### config.mk
export PLATFORM = sky130hd
export DESIGN_NAME = gpu_blit_queue
export DESIGN_NICKNAME = d
export VERILOG_FILES = /design/src/rtl/gpu_blit_queue.sv
export SDC_FILE = /design/constraint.sdc
export NUM_CORES = 1
export LEC_CHECK = 0
export BUFFER_PORTS_ARGS = -buffer_cell sky130_fd_sc_hd__clkbuf_2
export CORE_MARGIN = 2
export CORE_UTILIZATION = 55
export CTS_CLUSTER_DIAMETER = 40
export DETAILED_ROUTE_END_ITERATION = 12
export PLACE_DENSITY = 0.77
export SLEW_MARGIN = 20
export SYNTH_ARGS = -nofsm -noshare
export SYNTH_HDL_FRONTEND = slang
export SYNTH_SLANG_ARGS = --single-unit
### constraint.sdc
create_clock -name clk -period 8 [get_ports clk]
set_input_delay 1.6 -clock clk [delete_from_list [all_inputs] [get_ports clk]]
set_output_delay 1.6 -clock clk [all_outputs]
set_load 0.02 [all_outputs]
### src/rtl/gpu_blit_queue.sv
// gpu_blit_queue: CPU-facing command FIFO that replays fill/copy rectangles into
// the blitter register file over a Wishbone master, one command at a time.
// Optional feature macro: GPU_BLITQ_IRQ_EN (drain interrupt); undefined -> irq tied 0.
module gpu_blit_queue #(
    parameter int unsigned DEPTH     = 4,
    parameter logic [31:0] BLIT_BASE = 32'h0300_0000
) (
    input  logic        clk,
    input  logic        rst,
    input  logic        s_cyc_i,
    input  logic        s_stb_i,
    input  logic        s_we_i,
    input  logic [3:0]  s_sel_i,
    input  logic [31:0] s_adr_i,
    input  logic [31:0] s_dat_i,
    output logic        s_ack_o,
    output logic [31:0] s_dat_o,
    output logic        m_cyc_o,
    output logic        m_stb_o,
    output logic        m_we_o,
    output logic [3:0]  m_sel_o,
    output logic [31:0] m_adr_o,
    output logic [31:0] m_dat_o,
    input  logic        m_ack_i,
    input  logic        blit_busy,
    output logic        busy,
    output logic        irq
);

    localparam int unsigned AW = (DEPTH > 1) ? $clog2(DEPTH) : 1;
    localparam int unsigned CW = AW + 1;

    typedef struct packed {
        logic        clip;
        logic        fill;
        logic [31:0] pat;
        logic [31:0] h;
        logic [31:0] w;
        logic [31:0] y;
        logic [31:0] x;
    } cmd_t;

    typedef enum logic [1:0] {
        S_IDLE  = 2'd0,
        S_WRITE = 2'd1,
        S_ACK   = 2'd2,
        S_DONE  = 2'd3
    } state_t;

    // Registers
    cmd_t          r_fifo [DEPTH];
    logic [AW-1:0] r_wr_ptr;
    logic [AW-1:0] r_rd_ptr;
    logic [CW-1:0] r_count;
    logic          r_ovf;
    logic [31:0]   r_stg_x;
    logic [31:0]   r_stg_y;
    logic [31:0]   r_stg_w;
    logic [31:0]   r_stg_h;
    logic [31:0]   r_stg_pat;
    cmd_t          r_cur;
    logic [2:0]    r_widx;
    state_t        r_state;
    logic          r_s_ack;
    logic [31:0]   r_s_dat;
    logic          r_m_cyc;
    logic          r_m_stb;
    logic          r_m_we;
    logic [3:0]    r_m_sel;
    logic [31:0]   r_m_adr;
    logic [31:0]   r_m_dat;
    logic          r_busy;

    // Combinational
    logic          w_req;
    logic          w_wr;
    logic          w_rd;
    logic [3:0]    w_idx;
    logic          w_push;
    logic          w_flush;
    logic          w_stat_wr;
    logic          w_full;
    logic          w_empty;
    logic          w_pop;
    logic          w_push_ok;
    logic [CW-1:0] w_count_nxt;
    logic [31:0]   w_rdata;
    logic [31:0]   w_wdata;
    state_t        w_state_nxt;
    logic [2:0]    w_widx_nxt;
    logic          w_m_cyc_nxt;
    logic          w_m_stb_nxt;
    logic          w_m_we_nxt;
    logic [3:0]    w_m_sel_nxt;
    logic [31:0]   w_m_adr_nxt;
    logic [31:0]   w_m_dat_nxt;
    logic          w_unused_ok;

    // Only full-word accesses and the low register index are decoded
    assign w_unused_ok = ^{s_sel_i, s_adr_i[31:4]};

    assign w_req     = s_cyc_i & s_stb_i & ~r_s_ack;
    assign w_wr      = w_req & s_we_i;
    assign w_rd      = w_req & ~s_we_i;
    assign w_idx     = s_adr_i[3:0];
    assign w_push    = w_wr & (w_idx == 4'd7);
    assign w_flush   = w_wr & (w_idx == 4'd8);
    assign w_stat_wr = w_wr & (w_idx == 4'd0);
    assign w_full    = (r_count == CW'(DEPTH));
    assign w_empty   = (r_count == '0);
    // A same-cycle pop frees the head slot, so a PUSH while full still lands
    assign w_push_ok = w_push & (~w_full | w_pop);

    assign s_ack_o = r_s_ack;
    assign s_dat_o = r_s_dat;
    assign m_cyc_o = r_m_cyc;
    assign m_stb_o = r_m_stb;
    assign m_we_o  = r_m_we;
    assign m_sel_o = r_m_sel;
    assign m_adr_o = r_m_adr;
    assign m_dat_o = r_m_dat;
    assign busy    = r_busy;

`ifdef GPU_BLITQ_IRQ_EN
    logic r_irq;

    // Drain interrupt: last queued command finished; cleared by any STATUS write
    always_ff @(posedge clk) begin
        if (rst) begin
            r_irq <= 1'b0;
        end else if ((r_state == S_DONE) && !blit_busy && w_empty) begin
            r_irq <= 1'b1;
        end else if (w_stat_wr) begin
            r_irq <= 1'b0;
        end
    end

    assign irq = r_irq;
`else
    assign irq = 1'b0;
`endif

    // FIFO occupancy after this cycle's push/pop/flush
    always_comb begin
        w_count_nxt = r_count;
        if (w_flush) begin
            w_count_nxt = '0;
        end else if (w_push_ok && !w_pop) begin
            w_count_nxt = r_count + CW'(1);
        end else if (!w_push_ok && w_pop) begin
            w_count_nxt = r_count - CW'(1);
        end
    end

    // Slave register read mux
    always_comb begin
        w_rdata = '0;
        case (w_idx)
            4'd0: w_rdata = {16'h0, 8'(r_count), 4'h0, irq, r_ovf, w_full, w_empty};
            4'd1: w_rdata = {29'h0, (r_state == S_IDLE), blit_busy, r_busy};
            4'd2: w_rdata = r_stg_x;
            4'd3: w_rdata = r_stg_y;
            4'd4: w_rdata = r_stg_w;
            4'd5: w_rdata = r_stg_h;
            4'd6: w_rdata = r_stg_pat;
            default: w_rdata = '0;
        endcase
    end

    // Blitter register value for the current write index
    always_comb begin
        w_wdata = '0;
        case (r_widx)
            3'd2: w_wdata = r_cur.x;
            3'd3: w_wdata = r_cur.y;
            3'd4: w_wdata = r_cur.w;
            3'd5: w_wdata = r_cur.h;
            3'd6: w_wdata = r_cur.pat;
            default: w_wdata = {29'h0, r_cur.clip, r_cur.fill, 1'b1};
        endcase
    end

    // Slave port: single-cycle registered ack, never stalls
    always_ff @(posedge clk) begin
        if (rst) begin
            r_s_ack <= 1'b0;
            r_s_dat <= '0;
        end else begin
            r_s_ack <= w_req;
            r_s_dat <= w_rd ? w_rdata : '0;
        end
    end

    // Staging registers and overflow flag
    always_ff @(posedge clk) begin
        if (rst) begin
            r_stg_x   <= '0;
            r_stg_y   <= '0;
            r_stg_w   <= '0;
            r_stg_h   <= '0;
            r_stg_pat <= '0;
            r_ovf     <= 1'b0;
        end else begin
            if (w_wr) begin
                case (w_idx)
                    4'd2: r_stg_x   <= s_dat_i;
                    4'd3: r_stg_y   <= s_dat_i;
                    4'd4: r_stg_w   <= s_dat_i;
                    4'd5: r_stg_h   <= s_dat_i;
                    4'd6: r_stg_pat <= s_dat_i;
                    default: ;
                endcase
            end
            if (w_push && !w_push_ok) begin
                r_ovf <= 1'b1;
            end else if (w_stat_wr) begin
                r_ovf <= 1'b0;
            end
        end
    end

    // FIFO storage (contents are don't-care while empty)
    always_ff @(posedge clk) begin
        if (w_push_ok) begin
            r_fifo[r_wr_ptr] <= '{clip: s_dat_i[2], fill: s_dat_i[1], pat: r_stg_pat,
                                  h: r_stg_h, w: r_stg_w, y: r_stg_y, x: r_stg_x};
        end
    end

    // FIFO pointers, count and in-flight command capture
    always_ff @(posedge clk) begin
        if (rst) begin
            r_wr_ptr <= '0;
            r_rd_ptr <= '0;
            r_count  <= '0;
            r_cur    <= '0;
        end else begin
            r_count <= w_count_nxt;
            if (w_push_ok) begin
                r_wr_ptr <= r_wr_ptr + AW'(1);
            end
            if (w_flush) begin
                r_rd_ptr <= r_wr_ptr;
            end else if (w_pop) begin
                r_rd_ptr <= r_rd_ptr + AW'(1);
            end
            if (w_pop) begin
                r_cur <= r_fifo[r_rd_ptr];
            end
        end
    end

    // Sequencer state register and registered master outputs
    always_ff @(posedge clk) begin
        if (rst) begin
            r_state <= S_IDLE;
            r_widx  <= '0;
            r_m_cyc <= 1'b0;
            r_m_stb <= 1'b0;
            r_m_we  <= 1'b0;
            r_m_sel <= '0;
            r_m_adr <= '0;
            r_m_dat <= '0;
            r_busy  <= 1'b0;
        end else begin
            r_state <= w_state_nxt;
            r_widx  <= w_widx_nxt;
            r_m_cyc <= w_m_cyc_nxt;
            r_m_stb <= w_m_stb_nxt;
            r_m_we  <= w_m_we_nxt;
            r_m_sel <= w_m_sel_nxt;
            r_m_adr <= w_m_adr_nxt;
            r_m_dat <= w_m_dat_nxt;
            r_busy  <= (w_count_nxt != '0) || (w_state_nxt != S_IDLE);
        end
    end

    // Sequencer next-state: X, Y, W, H, PATTERN then CTRL with START
    always_comb begin
        w_state_nxt = r_state;
        w_widx_nxt  = r_widx;
        w_pop       = 1'b0;
        w_m_cyc_nxt = r_m_cyc;
        w_m_stb_nxt = r_m_stb;
        w_m_we_nxt  = r_m_we;
        w_m_sel_nxt = r_m_sel;
        w_m_adr_nxt = r_m_adr;
        w_m_dat_nxt = r_m_dat;
        case (r_state)
            S_IDLE: begin
                if (!w_empty && !blit_busy) begin
                    w_pop       = 1'b1;
                    w_widx_nxt  = 3'd2;
                    w_state_nxt = S_WRITE;
                end
            end
            S_WRITE: begin
                w_m_cyc_nxt = 1'b1;
                w_m_stb_nxt = 1'b1;
                w_m_we_nxt  = 1'b1;
                w_m_sel_nxt = 4'hF;
                w_m_adr_nxt = {BLIT_BASE[31:4], 1'b0, r_widx};
                w_m_dat_nxt = w_wdata;
                w_state_nxt = S_ACK;
            end
            S_ACK: begin
                if (m_ack_i) begin
                    w_m_cyc_nxt = 1'b0;
                    w_m_stb_nxt = 1'b0;
                    w_m_we_nxt  = 1'b0;
                    w_m_sel_nxt = '0;
                    w_m_adr_nxt = '0;
                    w_m_dat_nxt = '0;
                    case (r_widx)
                        3'd0: w_state_nxt = S_DONE;
                        3'd6: begin
                            w_widx_nxt  = 3'd0;
                            w_state_nxt = S_WRITE;
                        end
                        default: begin
                            w_widx_nxt  = r_widx + 3'd1;
                            w_state_nxt = S_WRITE;
                        end
                    endcase
                end
            end
            S_DONE: begin
                if (!blit_busy) begin
                    w_state_nxt = S_IDLE;
                end
            end
            default: w_state_nxt = S_IDLE;
        endcase
    end

endmodule

==> flow_summary.json <==
{
  "path_max_fanout": 48,
  "numClockSinks": 1053,
  "hold_class": "reg2reg",
  "clkPwrFrac": 0.383,
  "ys_seq_area_frac": 0.698,
  "finalMaxSlewViolations": 0,
  "initial_core_util": 0.554,
  "clockBufferDepth": 3,
  "p_sw_w": 0.00376,
  "clk_pin_slew_worst_paths_ns": 0.05,
  "whs_ns": 0.454,
  "yosys_warnings": 0,
  "period_minus_slack_ns": 4.05,
  "synth-edff-count": 648,
  "dp_hpwl_um": 51800,
  "overflow": 0,
  "syn-cell-area_sq_um": 39500,
  "post_cts.repair.setup_buffers": 0,
  "avgSynthCellArea_sq_um": 13.6,
  "cp-end-kind": "flop",
  "max_freq_mhz": 247,
  "post-route-period-util": 0.506,
  "cp_slowest_cell": "and2_4",
  "p_seq_frac": 0.454,
  "internal_power_w": 0.0102,
  "numPortBuffers": 120,
  "tns_ns": 0,
  "fp-row-count": 98,
  "clock_latency_ns": 0.69,
  "drtPass1Iterations": 8,
  "vias_per_cell": 6.20,
  "yosysMostFrequentCell": "nand2_1",
  "slowest_delay_ns": 0.78,
  "p_per_area_nw_per_um2": 312,
  "dp.cells": 3807,
  "synth.top_cell.area_share": 0.493,
  "gp_routability_congestion": 0.792,
  "stdcell_count": 4036,
  "wirelength_um": 102000,
  "drv_cap": 0,
  "drive_gt1_frac": 0.187,
  "ys_ff_latch": 1053,
  "cts-resized-gates": 0,
  "worstPathCellList": "clkbuf_2 -> or3_4 -> a311oi_4 -> and2_4 -> buf_4",
  "cts-buffers-inserted": 118,
  "outcome": "completed",
  "synthDistinctLibCells": 61,
  "gr-usage-all-layers": 0.272,
  "final_area_sq_um": 44800,
  "tightest_slew_ns": 1.09,
  "drt.antenna.violating_nets": 0,
  "p_leak_nw": 14.3,
  "die_width_um": 272,
  "cts_tree": "done",
  "synth_top_area_cell": "edfxtp_1",
  "vias": 25000,
  "crit_arrival_ns": 4.33,
  "hold_viol": 0,
  "dieArea_sq_um": 74000,
  "antenna_found_initial": 10,
  "nets": 3060,
  "grt_pass1_vias": 25000,
  "die_y_um": 272,
  "ios": 181,
  "netlist_top_cells_area": "edfxtp_1 49%, dfxtp_1 21%, mux4_2 9.2%",
  "pwr-share-comb": 0.163,
  "ys_top_cells_by_count": "716 x nand2_1, 648 x edfxtp_1, 405 x dfxtp_1, 387 x a21oi_1, 162 x mux4_2",
  "syn_to_final_growth_pct": 13.5,
  "critPathLaunchType": "primary input",
  "path_class": "in2reg",
  "grt_pass1_wl_um": 150000,
  "netlist_instances": 2895,
  "routedWlPerCell_um": 25.2,
  "switching_share": 0.269,
  "ir_drop_mv": 0.243,
  "place_area_sq_um": 40800,
  "core_sq_um": 71200,
  "drt-initial-drc-count": 3503,
  "crit_required_ns": 8.29,
  "async_reset_ff_frac": 0,
  "rsz0062_at_grt": "false",
  "synth_ff_type": "edfxtp_1",
  "clock-skew-final_ns": 0.0410,
  "cts_hold_buf": 0,
  "drc_errors": 0,
  "setup_viol": 0,
  "grt_max_degree": 160,
  "max_slew_margin": 0.275,
  "ctsHtreeMaxLevel": 3,
  "root_buffer": "clkbuf_16"
}
[routing by layer]
metal | routed length, um | vias up | track usage
met5 | 33 | - | 0
met4 | 4260 | 6 | 0.134
met3 | 11500 | 286 | 0.0547
met2 | 49300 | 1580 | 0.450
met1 | 36500 | 12300 | 0.345
li1 | - | 10800 | -
[path summary, 6_finish.rpt]
| path | startpoint | to | slack [ns] | depth (start not counted) |
|---|---|---|---|---|
| setup / recovery | blit_busy | r_fifo[3][14] | 3.95 | 5 |
| hold / removal | m_dat_o[6] | m_dat_o[6] | 0.45 | 2 |
| setup reg to reg | r_state[1] | r_fifo[3][14] | 4.56 | 4 |
| hold reg to reg | m_dat_o[6] | m_dat_o[6] | 0.45 | 2 |
[critical path, delay by kind of cell]
| family | cells | cell delay [ns] |
|---|---|---|
| compound gates | 1 | 0.57 |
| buf+inv | 2 | 0.88 |
| simple gates | 2 | 1.18 |
[cell type report]
| cell class | instances | area (sq um) |
|---|---|---|
| timing repair buffer | 167 | 1010 |
| inverter | 8 | 30.0 |
| sequential | 1053 | 27600 |
| antenna | 5 | 12.5 |
| clock buffer | 149 | 3220 |
| clock inverter | 75 | 721 |
| fill | 4899 | 26400 |
| multi-input combinational | 1629 | 11000 |
| tap | 950 | 1190 |
[cell usage in the layout, fill, tap and decap left out, types with 24 or more instances in the layout]
cell / n
clkbuf_2: 119
edfxtp_1: 648
buf_4: 43
mux2i_1: 30
nand2_1: 709
conb_1: 28
a222oi_1: 40
a22oi_1: 39
o21ai_0: 53
nor2_1: 24
dfxtp_1: 402
mux4_2: 162
a21oi_1: 386
clkbuf_16: 119
[registers in the layout, summed over array words and instances (netlist names), 32 cells and up]
register,flops
m_dat_o,32
r_cur,162
r_fifo,648
r_stg_h,32
r_stg_pat,32
r_stg_w,32
r_stg_x,32
r_stg_y,32
s_dat_o,32
[through the flow]
step | setup WS, ns | util | power, W
after floorplan | 1.23 | - | 0.00815
after global routing | 3.78 | 0.629 | 0.0145
after global placement | 3.36 | 0.573 | 0.00861
after detailed placement | 3.29 | 0.573 | 0.00870
final | 3.95 | 0.629 | 0.0140
after CTS | 3.96 | 0.629 | 0.0140
[cell families (layout without fill, tap and decap cells)]
family / after synthesis / count (layout) / synth area share
AOI/OAI and AO/OA: 572 / 572 / 0.0848
muxes: 201 / 201 / 0.103
other: 1 / 33 / 0.0000950
DFF: 1053 / 1053 / 0.698
and+or+nand+nor: 816 / 816 / 0.0833
buffers and inverters: 240 / 399 / 0.0278
xor gates and xnor gates: 4 / 4 / 0.000887
adders and majority gates: 8 / 8 / 0.00253
[power by group through the flow]
stage / Sequential, W / Combinational, W / Clock (W)
CTS: 0.00634 / 0.00228 / 0.00538
detailed placement: 0.00645 / 0.00225 / 0
floorplan: 0.00631 / 0.00184 / 0
global route: 0.00638 / 0.00246 / 0.00561
finish: 0.00634 / 0.00227 / 0.00535
global placement: 0.00642 / 0.00219 / 0
(Power assumes the default switching activity.)
